===== src/rtl/tlc_pkg.sv =====
// Shared types for the two-road traffic-light controller: light codes and
// state encodings (fixed values, visible on the phase output).
package tlc_pkg;

  typedef enum logic [1:0] {
    GREEN  = 2'b00,
    YELLOW = 2'b01,
    RED    = 2'b10
  } light_t;

  typedef enum logic [2:0] {
    S_AG   = 3'd0,
    S_AY   = 3'd1,
    S_BG   = 3'd2,
    S_BY   = 3'd3,
    S_WALK = 3'd4
  } tlc_state_t;

endpackage


===== src/rtl/traffic_light_fsm_if.sv =====
// Controller-side signal bundle: tick/sensor inputs, light/phase outputs.
// Pedestrian request/walk signals exist only when TLC_PED_EN is defined.
interface traffic_light_fsm_if;

  logic       tick;
  logic       ta;
  logic       tb;
  logic [1:0] la;
  logic [1:0] lb;
  logic [2:0] phase;
  logic       phase_chg;
`ifdef TLC_PED_EN
  logic       ped_req;
  logic       walk;

  modport master (output tick, ta, tb, ped_req,
                  input  la, lb, phase, phase_chg, walk);
  modport slave  (input  tick, ta, tb, ped_req,
                  output la, lb, phase, phase_chg, walk);
`else
  modport master (output tick, ta, tb,
                  input  la, lb, phase, phase_chg);
  modport slave  (input  tick, ta, tb,
                  output la, lb, phase, phase_chg);
`endif

endinterface


===== src/rtl/tick_timer.sv =====
// Phase timer: counts enabled ticks, saturates at all-ones, synchronous clear
// has priority over counting.
module tick_timer #(
  parameter int unsigned CNT_W = 4
) (
  input  logic             clk,
  input  logic             reset,
  input  logic             en,
  input  logic             clr,
  output logic [CNT_W-1:0] count
);

  always_ff @(posedge clk or posedge reset) begin
    if (reset)
      count <= '0;
    else if (clr)
      count <= '0;
    else if (en && (count != '1))
      count <= count + 1'b1;
  end

endmodule


===== src/rtl/traffic_light_fsm.sv =====
// Tick-paced two-road Moore traffic-light controller.
// Optional pedestrian all-red walk phase enabled by defining TLC_PED_EN.
module traffic_light_fsm
  import tlc_pkg::*;
#(
  parameter int unsigned GREEN_TICKS  = 5,
  parameter int unsigned YELLOW_TICKS = 2,
  parameter int unsigned WALK_TICKS   = 4,
  parameter int unsigned CNT_W        = 4
) (
  input logic                 clk,
  input logic                 reset,
  traffic_light_fsm_if.slave  bus
);

  localparam int unsigned MAX_TICKS =
    (GREEN_TICKS > YELLOW_TICKS) ?
      ((GREEN_TICKS > WALK_TICKS) ? GREEN_TICKS : WALK_TICKS) :
      ((YELLOW_TICKS > WALK_TICKS) ? YELLOW_TICKS : WALK_TICKS);

  if (MAX_TICKS > (2 ** CNT_W) - 1) begin : g_cnt_w_check
    $error("CNT_W too narrow for the configured phase durations");
  end

  localparam logic [CNT_W-1:0] G_LAST = CNT_W'(GREEN_TICKS - 1);
  localparam logic [CNT_W-1:0] Y_LAST = CNT_W'(YELLOW_TICKS - 1);

  tlc_state_t       state, state_next;
  logic [CNT_W-1:0] timer;
  logic             chg;
  logic             ped_pend;

  // Any state change, including recovery from an illegal encoding, restarts the timer.
  assign chg = (state_next != state);

  tick_timer #(.CNT_W(CNT_W)) u_timer (
    .clk   (clk),
    .reset (reset),
    .en    (bus.tick),
    .clr   (chg),
    .count (timer)
  );

  always_ff @(posedge clk or posedge reset) begin
    if (reset) begin
      state         <= S_AG;
      bus.phase_chg <= 1'b0;
    end else begin
      state         <= state_next;
      bus.phase_chg <= chg;
    end
  end

`ifdef TLC_PED_EN
  localparam logic [CNT_W-1:0] W_LAST = CNT_W'(WALK_TICKS - 1);

  // A new request wins over the clear on walk entry so it is never lost.
  always_ff @(posedge clk or posedge reset) begin
    if (reset)
      ped_pend <= 1'b0;
    else if (bus.ped_req)
      ped_pend <= 1'b1;
    else if (chg && (state_next == S_WALK))
      ped_pend <= 1'b0;
  end

  assign bus.walk = (state == S_WALK);
`else
  assign ped_pend = 1'b0;
`endif

  always_comb begin
    state_next = state;
    case (state)
      S_AG:
        if (bus.tick && (timer >= G_LAST) && (!bus.ta || ped_pend))
          state_next = S_AY;
      S_AY:
        if (bus.tick && (timer == Y_LAST))
          state_next = S_BG;
      S_BG:
        if (bus.tick && (timer >= G_LAST) && (!bus.tb || ped_pend))
          state_next = S_BY;
      S_BY:
        if (bus.tick && (timer == Y_LAST))
          state_next = ped_pend ? S_WALK : S_AG;
`ifdef TLC_PED_EN
      S_WALK:
        if (bus.tick && (timer == W_LAST))
          state_next = S_AG;
`endif
      default:
        state_next = S_AG;
    endcase
  end

  always_comb begin
    bus.la = RED;
    bus.lb = RED;
    case (state)
      S_AG:    bus.la = GREEN;
      S_AY:    bus.la = YELLOW;
      S_BG:    bus.lb = GREEN;
      S_BY:    bus.lb = YELLOW;
      default: ;
    endcase
  end

  assign bus.phase = state;

endmodule


===== src/flat_wrapper.sv =====
// flat-port wrapper written by rule: the top's interface ports become plain ports
module traffic_light_fsm_flat import tlc_pkg::*;
#(
  parameter int unsigned GREEN_TICKS  = 5,
  parameter int unsigned YELLOW_TICKS = 2,
  parameter int unsigned WALK_TICKS   = 4,
  parameter int unsigned CNT_W        = 4
)
  (clk, reset, bus_tick, bus_ta, bus_tb, bus_la, bus_lb, bus_phase, bus_phase_chg);
  traffic_light_fsm_if bus_i ();
  input logic clk;
  input logic reset;
  input wire logic [$bits(bus_i.tick)-1:0] bus_tick;
  input wire logic [$bits(bus_i.ta)-1:0] bus_ta;
  input wire logic [$bits(bus_i.tb)-1:0] bus_tb;
  output wire logic [$bits(bus_i.la)-1:0] bus_la;
  output wire logic [$bits(bus_i.lb)-1:0] bus_lb;
  output wire logic [$bits(bus_i.phase)-1:0] bus_phase;
  output wire logic [$bits(bus_i.phase_chg)-1:0] bus_phase_chg;
  assign bus_i.tick = bus_tick;
  assign bus_i.ta = bus_ta;
  assign bus_i.tb = bus_tb;
  assign bus_la = bus_i.la;
  assign bus_lb = bus_i.lb;
  assign bus_phase = bus_i.phase;
  assign bus_phase_chg = bus_i.phase_chg;
  traffic_light_fsm #(.GREEN_TICKS(GREEN_TICKS), .YELLOW_TICKS(YELLOW_TICKS), .WALK_TICKS(WALK_TICKS), .CNT_W(CNT_W)) u_core (.clk(clk), .reset(reset), .bus(bus_i));
endmodule

===== config.mk =====
export PLATFORM = sky130hd
export DESIGN_NAME = traffic_light_fsm_flat
export DESIGN_NICKNAME = d
export VERILOG_FILES = /design/src/rtl/tlc_pkg.sv /design/src/rtl/traffic_light_fsm_if.sv /design/src/rtl/tick_timer.sv /design/src/rtl/traffic_light_fsm.sv /design/src/flat_wrapper.sv
export SDC_FILE = /design/constraint.sdc
export NUM_CORES = 1
export LEC_CHECK = 0
export CORE_AREA = 2 2 39 41
export DETAILED_ROUTE_END_ITERATION = 10
export DIE_AREA = 0 0 41 43
export GPL_TIMING_DRIVEN = 1
export PLACE_DENSITY = 0.71
export REMOVE_ABC_BUFFERS = 1
export SETUP_SLACK_MARGIN = 0.4
export SLEW_MARGIN = 0
export SYNTH_ARGS = -nofsm -noshare
export SYNTH_HDL_FRONTEND = slang
export SYNTH_SLANG_ARGS = --single-unit

===== constraint.sdc =====
create_clock -name clk -period 3.7 [get_ports clk]
set_clock_uncertainty 0.2 [all_clocks]
set_input_delay 0.74 -clock clk [delete_from_list [all_inputs] [get_ports clk]]
set_output_delay 0.74 -clock clk [all_outputs]
set_load 0.05 [all_outputs]

==> summary by stage <==
Outcome
The flow ran to the end, and the final reports show no timing, DRC or antenna violations.

Synth
The cell taking the most area after synthesis is sky130_fd_sc_hd__dfrtp_1. Synthesis handed over a netlist of 45 instances. The synthesized design contains 8 register bits. The most common cell in the synthesized netlist is sky130_fd_sc_hd__dfrtp_1. The fraction of registers with async set or reset after synthesis is 1.00. The number of warning messages in the yosys log is 0. By count the netlist is led by 8 x sky130_fd_sc_hd__dfrtp_1, 4 x sky130_fd_sc_hd__inv_1, 3 x sky130_fd_sc_hd__a21oi_1, 3 x sky130_fd_sc_hd__nor3_1. The sequential cell area fraction in the yosys report is 0.436. Dividing the synthesized area by the synthesized cell count gives 10.2 um^2. The share of synthesized area in the top cell type comes to 0.436. The most frequently used flop master after synthesis is sky130_fd_sc_hd__dfrtp_1. The count of flip-flops with a built-in enable after synthesis is 0.

The distinct cell type count of the synthesized netlist is 26. The cell area after synthesis is 459 um^2. By area the synthesized netlist is led by sky130_fd_sc_hd__dfrtp_1 44%, sky130_fd_sc_hd__a2111oi_2 6.5%, sky130_fd_sc_hd__ha_1 5.4%.

STA
Of the available clock period, the critical path in the final layout requires 0.729. The tightest hold path in the finished design has a slack of 0.348 ns. In the final timing run, aggregate negative setup slack is 0 ns. For the finished layout, the period the worst path requires is 2.70 ns.

The timing-limited maximum frequency is 371 MHz. Setup repair after global routing left no endpoint under its margin. The final-report hold violation count is 0. Setup violations remaining at the end of the flow were counted as 0. The number of max-slew violations in the final report is 0.

CTS
The cell sitting at the root of the clock tree is a sky130_fd_sc_hd__clkbuf_4. For this design, the CTS-stage hold fixing added 0 buffers. The buffers inserted during post-CTS setup optimization is 0. After clock tree synthesis, the clock-pin slew on the worst setup and hold paths is 0.05 ns. The total clock sinks is 8.

CTS built an H-tree with a depth of 1. Counting the buffers created by CTS gives 3. The clock reaches the later pin of the worst-skew pair after 0.26 ns. No sink is reached through more buffers than the 2 on the longest clock path.

The number of resized instances in the post-cts repair step is 0. TritonCTS built the clock tree.

Cells and area
The number of nets in the finished design is 69. The layout overhead on the synthesized area is 35.4%. The number of filler instances in the final layout is 139. The final antenna diode count is 0. The share of post-route cells with drive strength above 1 is 0.167.

Die
After floorplanning, the core was sized to cover 0.00138 mm^2. The die is 43 um tall. In this run the count of I/O pins placed on the die edge is 13. The die outline area is 0.00176 mm^2. In this run the core area contains 14 standard-cell rows. The horizontal extent of the die is 41 um.

The effective utilization at floorplan is 0.332.

Place
The HPWL after detailed placement is 620 um. The final weighted congestion in routability-driven placement is 0.749. The count of buffers added on input and output ports is 12.

Power and ir drop
The standby leakage power is 0.245 nW. The worst IR drop on VDD is 0.000174 V. In this run the power density over the cells is 314 mW/mm^2.

Critical path
The peak fanout along the critical path is 6. The data arrival time of the worst path is 1.76 ns. The library cell contributing the largest single delay on the critical path is sky130_fd_sc_hd__clkdlybuf4s50_1. STA classifies the critical path startpoint as a flop.

The maximum cell stage delay along the critical path is 0.83 ns. The signal on the critical path passes through inv_1 > nor3b_1 > clkdlybuf4s50_1. The combined buffer and inverter count along the critical path is 2.

The worst setup path is captured at a primary output. Data on the critical path is required at its endpoint by 2.76 ns. By startpoint and endpoint, the worst setup path is classified as flop to primary output. The critical path's top delay family is buffers and inverters.

Global route
The number of antenna violations at the first check in global routing is 0. The number of global-route vias before repair is 338. The total congestion overflow is 0. Entering global routing, the biggest net connects 9 pins. For this run, the total global-route usage over all layers was measured as 0.126. The first-pass GRT wire length is 1410 um.

Detailed routing
The number of iterations in the first detailed-routing pass is 4. For this block, the initial DRC count from the detailed router was 9. The routed length per instance is 11.3 um. The DRC violation count after routing is 0. The total wire length after detailed routing is 856 um.

The post-route antenna net violation count is 0. The routed layout has 393 vias. The via-per-instance ratio is 5.17.

Flow run
The tool flagged a number of max-cap violations equal to 0.

Hold path
The tightest min-delay check is of the flop to flop type.
## metal layers
layer  routed length [um]  GRT usage  vias to the layer above  share of wire
met4                   40      0.120                        0          0.047
met2                  358      0.159                       13           0.42
li1                     -          -                      201              -
met3                   54     0.0314                        4          0.063
met1                  402      0.163                      175           0.47
met5                    0          0                        -              0
## worst min-delay path, stage by stage, from the launching register on
cell	delay [ns]
sky130_fd_sc_hd__dfrtp_1	0.39
sky130_fd_sc_hd__nand2_1	0.06
sky130_fd_sc_hd__a21oi_1	0.06
## through the flow
step	util	std cells	instance area [um^2]	setup WS [ns]	total power, mW
after floorplan	-	45	459	0.745	0.115
after global placement	0.433	73	599	1.31	0.127
after detailed placement	0.433	73	599	1.29	0.127
after CTS	0.449	76	622	1.01	0.195
final	0.449	76	622	1.00	0.196
after global routing	0.449	76	622	0.911	0.205
## worst paths after layout
kind / start / to / slack (ns) / depth (start not counted)
max in group asynchronous: reset / u_core.bus.phase_chg / 2.54 / 2
setup reg to reg: u_core.u_timer.count[0] / u_core.u_timer.count[0] / 1.98 / 4
hold / removal: u_core.bus.phase[0] / u_core.bus.phase[0] / 0.35 / 2
min in group asynchronous: reset / u_core.u_timer.count[3] / 0.52 / 2
hold reg to reg: u_core.bus.phase[0] / u_core.bus.phase[0] / 0.35 / 2
setup / recovery: u_core.bus.phase[0] / bus_lb[0] / 1.00 / 3
## placed cells by master (no fill, tap or decap)
cell type	count
sky130_fd_sc_hd__conb_1	1
sky130_fd_sc_hd__nand2_1	2
sky130_fd_sc_hd__o21a_1	1
sky130_fd_sc_hd__dfrtp_1	8
sky130_fd_sc_hd__or3_1	2
sky130_fd_sc_hd__o21bai_2	1
sky130_fd_sc_hd__nand4_1	1
sky130_fd_sc_hd__ha_1	2
sky130_fd_sc_hd__a211oi_2	1
sky130_fd_sc_hd__o211ai_1	1
sky130_fd_sc_hd__o2111a_2	1
sky130_fd_sc_hd__or2_1	1
sky130_fd_sc_hd__nor3b_1	1
sky130_fd_sc_hd__inv_2	1
sky130_fd_sc_hd__clkbuf_4	3
sky130_fd_sc_hd__nor4_1	1
sky130_fd_sc_hd__or2_2	1
sky130_fd_sc_hd__nor3_1	3
sky130_fd_sc_hd__clkdlybuf4s50_1	12
sky130_fd_sc_hd__nand2b_1	1
sky130_fd_sc_hd__a2111oi_2	2
sky130_fd_sc_hd__o21ai_0	2
sky130_fd_sc_hd__nand4bb_1	1
sky130_fd_sc_hd__a21oi_1	3
sky130_fd_sc_hd__mux2i_1	1
sky130_fd_sc_hd__inv_1	4
sky130_fd_sc_hd__nor2_1	1
sky130_fd_sc_hd__and3_1	1
## registers in the layout, summed over array words and instances, names as in the netlist
name / flops
u_core.u_timer.count: 4
u_core.bus.phase: 3
u_core.bus.phase_chg: 1
## power by group
group / switching [mW] / leakage [nW] / internal [mW] / total (mW)
Clock: 0.0327 / 0.0138 / 0.0373 / 0.0700
Combinational: 0.0176 / 0.126 / 0.0135 / 0.0311
Sequential: 0.00354 / 0.105 / 0.0908 / 0.0944
## logic make-up (layout without fill, tap and decap cells)
| group | count (synthesis) | after routing | synth area share |
|---|---|---|---|
| and+or+nand+nor | 16 | 16 | 0.207 |
| AOI/OAI and AO/OA | 12 | 12 | 0.232 |
| DFF | 8 | 8 | 0.436 |
| buffers and inverters | 5 | 20 | 0.0409 |
| adders and majority gates | 2 | 2 | 0.0545 |
| other | 1 | 1 | 0.00817 |
| muxes | 1 | 1 | 0.0218 |
## layout make-up
type | count | area (um^2) | share of cell area
timing repair buffer | 12 | 120 | 0.193
clock buffer | 3 | 22.5 | 0.0362
tap | 16 | 20.0 | 0.0322
sequential | 8 | 200 | 0.322
inverter | 5 | 18.8 | 0.0302
multi-input combinational | 32 | 240 | 0.386
(Power assumes the default switching activity.)
